===== src/rtl/pixel_usb_packer.sv =====
// pixel_usb_packer: buffers 16-bit readout pixels in a FIFO and streams them low byte first to an FT245 write port.
module pixel_usb_packer #(
    parameter int DEPTH    = 16,
    parameter int WR_PULSE = 2
) (
    input  logic                     clk,
    input  logic                     rst,
    input  logic                     enable,
    input  logic [15:0]              pix_data,
    input  logic                     pix_avail,
    output logic                     pix_accept,
    input  logic                     ft_txe_n,
    output logic                     ft_wr_n,
    output logic [7:0]               ft_data,
    output logic [$clog2(DEPTH):0]   fifo_count,
    output logic                     overflow,
    input  logic                     clear_ovf
);
    localparam int AW = $clog2(DEPTH);
    localparam logic [AW:0] FULL    = (AW+1)'(DEPTH);
    localparam logic [AW:0] ACC_MAX = (AW+1)'(DEPTH - 2);
    typedef enum logic [2:0] {IDLE, WAIT, SETUP, STROBE, HOLD} state_t;
    logic          r_av1, r_av2, r_av3, r_tx1, r_tx2;
    logic [15:0]   r_mem [DEPTH];
    logic [AW-1:0] r_wptr, r_rptr;
    logic [AW:0]   r_count;
    logic          r_accept, r_ovf;
    state_t        r_state, w_n_state;
    logic [15:0]   r_shift, w_n_shift;
    logic          r_sel, w_n_sel;
    logic [2:0]    r_cnt, w_n_cnt;
    logic          r_wr_n, w_n_wr_n;
    logic [7:0]    r_data, w_n_data;
    logic          w_cap, w_full, w_push, w_drop, w_pop;
    assign w_cap  = enable & r_av2 & ~r_av3;
    assign w_full = r_count == FULL;
    assign w_push = w_cap & ~w_full;
    assign w_drop = w_cap & w_full;
    always_ff @(posedge clk or posedge rst) begin
        if (rst) begin
            {r_av1, r_av2, r_av3, r_tx1, r_tx2} <= '0;
        end else begin
            {r_av1, r_av2, r_av3} <= {pix_avail, r_av1, r_av2};
            {r_tx1, r_tx2}        <= {ft_txe_n, r_tx1};
        end
    end
    always_ff @(posedge clk) begin
        if (w_push) r_mem[r_wptr] <= pix_data;
    end
    always_ff @(posedge clk or posedge rst) begin
        if (rst) begin
            r_wptr   <= '0;
            r_rptr   <= '0;
            r_count  <= '0;
            r_accept <= 1'b0;
            r_ovf    <= 1'b0;
        end else begin
            r_wptr   <= r_wptr + AW'(w_push);
            r_rptr   <= r_rptr + AW'(w_pop);
            r_count  <= r_count + (AW+1)'(w_push) - (AW+1)'(w_pop);
            r_accept <= r_count <= ACC_MAX;
            r_ovf    <= w_drop ? 1'b1 : clear_ovf ? 1'b0 : r_ovf;
        end
    end
    always_comb begin
        w_n_state = r_state;
        w_n_shift = r_shift;
        w_n_sel   = r_sel;
        w_n_cnt   = r_cnt;
        w_n_wr_n  = r_wr_n;
        w_n_data  = r_data;
        w_pop     = 1'b0;
        case (r_state)
            IDLE: if (r_count != '0) begin
                w_pop     = 1'b1;
                w_n_shift = r_mem[r_rptr];
                w_n_sel   = 1'b0;
                w_n_state = WAIT;
            end
            WAIT: if (!r_tx2) begin
                w_n_data  = r_sel ? r_shift[15:8] : r_shift[7:0];
                w_n_state = SETUP;
            end
            SETUP: begin
                w_n_wr_n  = 1'b0;
                w_n_cnt   = 3'd1;
                w_n_state = STROBE;
            end
            STROBE: if (r_cnt == 3'(WR_PULSE)) begin
                w_n_wr_n  = 1'b1;
                w_n_state = HOLD;
            end else begin
                w_n_cnt   = r_cnt + 3'd1;
            end
            HOLD: begin
                w_n_sel   = ~r_sel;
                w_n_state = r_sel ? IDLE : WAIT;
            end
            default: w_n_state = IDLE;
        endcase
    end
    always_ff @(posedge clk or posedge rst) begin
        if (rst) begin
            r_state <= IDLE;
            r_shift <= '0;
            r_sel   <= 1'b0;
            r_cnt   <= '0;
            r_wr_n  <= 1'b1;
            r_data  <= '0;
        end else begin
            r_state <= w_n_state;
            r_shift <= w_n_shift;
            r_sel   <= w_n_sel;
            r_cnt   <= w_n_cnt;
            r_wr_n  <= w_n_wr_n;
            r_data  <= w_n_data;
        end
    end
    assign pix_accept = r_accept;
    assign ft_wr_n    = r_wr_n;
    assign ft_data    = r_data;
    assign fifo_count = r_count;
    assign overflow   = r_ovf;
endmodule


===== config.mk =====
export PLATFORM = sky130hd
export DESIGN_NAME = pixel_usb_packer
export DESIGN_NICKNAME = d
export VERILOG_FILES = /design/src/rtl/pixel_usb_packer.sv
export SDC_FILE = /design/constraint.sdc
export NUM_CORES = 1
export LEC_CHECK = 0
export ABC_CLOCK_PERIOD_IN_PS = 4100
export CELL_PAD_IN_SITES_DETAIL_PLACEMENT = 0
export CELL_PAD_IN_SITES_GLOBAL_PLACEMENT = 1
export CORE_ASPECT_RATIO = 1.2
export CORE_MARGIN = 2
export CORE_UTILIZATION = 50
export CTS_BUF_LIST = sky130_fd_sc_hd__clkbuf_8 sky130_fd_sc_hd__clkbuf_16
export DETAILED_ROUTE_END_ITERATION = 16
export PLACE_DENSITY_LB_ADDON = 0.1
export SETUP_SLACK_MARGIN = 0.4
export SLEW_MARGIN = 30
export SYNTH_ARGS = -nofsm -noshare
export SYNTH_HDL_FRONTEND = slang
export SYNTH_SLANG_ARGS = --single-unit
export TNS_END_PERCENT = 100

===== constraint.sdc =====
create_clock -name clk -period 4.1 [get_ports clk]
set_input_delay 0.82 -clock clk [delete_from_list [all_inputs] [get_ports clk]]
set_output_delay 0.82 -clock clk [all_outputs]
set_load 0.1 [all_outputs]

==> flow_summary.toml <==
[routing]
vias = 5904
wl_per_cell_um = 25.08
totalWireLength_um = 25500
first_iter_violations = 434
drc = 0
first_pass_iters = 5
viasPerCell = 5.805
drtAntennaViolNets = 0

[floorplan]
die_h_um = 175.1
initial_core_util_pct = 50.88
die_w_um = 146.6
dieArea_mm2 = 0.02566
core_area_mm2 = 0.02397
rows = 62
io_pins = 38

[setup_path]
crit_family = "buffers and inverters"
crit_path_end_kind = "output pin"
crit_buf_inv = 1
cp.arrival_ns = 2.19
critPathMaxStageDelay_ns = 1.18
path_class = "flip-flop to output pin"
cp_max_fo = 7
cp_slowest_cell = "clkdlybuf4s50_1"
worstPathRequired_ns = 3.28
cp_cell_sequence = "clkdlybuf4s50_1"
startpoint_type = "flip-flop"

[sta]
finClkSkew_ns = 0.02151
max_freq_mhz = 331.8
hold_viol = 0
fin_crit_sh_pct = 73.50
worst_slack_ns = 1.086
rsz0062_at_grt = "false"
drv_slew = 0
tns_ns = 0
slew-limit-headroom_pct = 34.56
setup_viol = 0
worstMarginPinSlew_ns = 0.9785
period_needed_ns = 3.014

[synth]
synth_top_family_by_area = "multiplexers"
synth_fa_ha_area_share_pct = 1.703
synth_edf_count = 256
synth_mux_area_share_pct = 14.31
yosys.area_share.simple_pct = 3.160
ys.flop_type = "edfxtp_1"
synth-compound-area-share_pct = 4.309
synthCells = 615
synth.most_common_cell = "edfxtp_1"
async_reset_ff_share_pct = 16.88
synth_area_per_cell_um2 = 19.83
netlist.area_leader.share_pct = 63.03
yosysTopAreaCell = "edfxtp_1"
syn_area_mm2 = 0.01220
ys_seq_area_share_pct = 73.71
yosys_warnings = 0
synth_commonest_cells = "edfxtp_1 (256), dfrtp_1 (51), mux4_2 (47)"
synthTopCellsByArea = "edfxtp_1 (63%), dfrtp_1 (10%), mux4_2 (8.7%)"
synth-xor-area-share_pct = 0.5027
synth_nets = 653
ys_types = 41
ys_ff_latch = 308

[worst_hold_path]
min_path_type = "flip-flop to flip-flop"

[global_routing]
grt_overflow = 0
grt_use_total_pct = 20.61
grt_max_degree = 36
first_global_vias = 6190
grt_pass1_wl_um = 38670
antenna_found_initial = 0

[finish]
synthToLayoutAreaGrowth_pct = 14.19
antenna_cells = 0
regArea_mm2 = 0.008996
fillers = 1771
multi_input_area_mm2 = 0.002950
drive_above_1_share_pct = 18.65
final_area_mm2 = 0.01393
final_nets = 715

[clock_tree]
clkTransAtPathRegs_ns = 0.07
cts.htree.levels = 1
cts_setup_buffers = 0
clk_latency_ns = 0.55
ctsResizeCount = 0
cts_tree = "built"
clock-sinks = 308
cts.path.max_buffers = 3
numCtsBuffers = 29
cts_root_buf = "clkbuf_16"
holdBufCountCts = 0

[power]
power.leakage_nw = 4.856
power_density_mw_per_mm2 = 690.3
ir_drop_v = 0.0004020

[placed_design]
dpl-instance-area_mm2 = 0.01298
dp_hpwl_um = 16310
portBuffers = 37
dp_slack_ns = 0.8258
place.gp.congestion = 0.7890

[run]
drv_cap = 0

[outcome]
status = "finished clean"
kinds of logic (layout without fill, tap and decap cells):
group	after synthesis	after routing
adder cells (fa/ha/maj)	16	16
AO/OA/AOI/OAI	75	75
XOR/XNOR	7	7
buffers and inverters	47	129
AND/OR/NAND/NOR	74	74
multiplexers	88	88
flip-flops	308	308
final cells by class:
class | instances | share of cell area, %
Multi-Input combinational cell | 260 | 21.18
Sequential cell | 308 | 64.59
Tap cell | 320 | 2.875
Clock inverter | 22 | 1.617
Clock buffer | 29 | 5.211
Inverter | 13 | 0.3504
Timing Repair Buffer | 65 | 4.169
through the flow:
step	power, mW	utilization, %	cells	hold WS (ns)
CTS	9.732	58.10	1017	0.3645
global placement	7.016	54.13	966	0.3437
global route	10.07	58.10	1017	0.3759
detailed placement	7.074	54.13	966	0.3373
floorplan	6.324	-	615	0.3312
finish	9.614	58.10	1017	0.3637
layer usage:
metal	vias up	global-route usage [%]	routed length [um]
li1	2607	-	-
met1	3120	27.45	10440
met2	147	35.89	13390
met3	30	2.950	1165
met4	0	5.785	498
met5	-	0	0
sequential cells by signal, summed over array words and instances, names as in the netlist:
signal      flops
r_shift        16
r_rptr          4
fifo_count      5
r_state         3
r_av3           1
r_av2           1
r_wptr          4
overflow        1
r_av1           1
r_sel           1
r_tx2           1
r_cnt           3
r_tx1           1
pix_accept      1
r_mem         256
ft_data         8
ft_wr_n         1
power by group:
| group | switching (mW) | internal, mW |
|---|---|---|
| combinational | 1.61 | 1.23 |
| clock | 1.11 | 1.54 |
| sequential | 0.424 | 3.69 |
| total | 3.15 | 6.47 |
path summary, 6_finish.rpt:
kind / from / endpoint / slack [ns] / depth (start not counted)
worst max-delay path: fifo_count[1] / fifo_count[1] / 1.09 / 1
worst min-delay path: r_tx1 / r_tx2 / 0.36 / 0
worst max register to register: fifo_count[2] / fifo_count[4] / 1.28 / 13
worst min register to register: r_tx1 / r_tx2 / 0.36 / 0
max in group asynchronous: rst / ft_wr_n / 2.53 / 3
min in group asynchronous: rst / ft_data[0] / 0.76 / 2
cell usage in the layout (no fill, tap or decap), drive strengths merged, types with 19 or more instances in the layout:
cell and instances:
edfxtp 256, a21oi 28, clkdlybuf4s50 37, nor2 27, mux2i 24, inv 19
buf 28, mux4 64, dfrtp 51, a22o 19, clkbuf 29
Note: power is estimated with default switching activity, not from simulation.
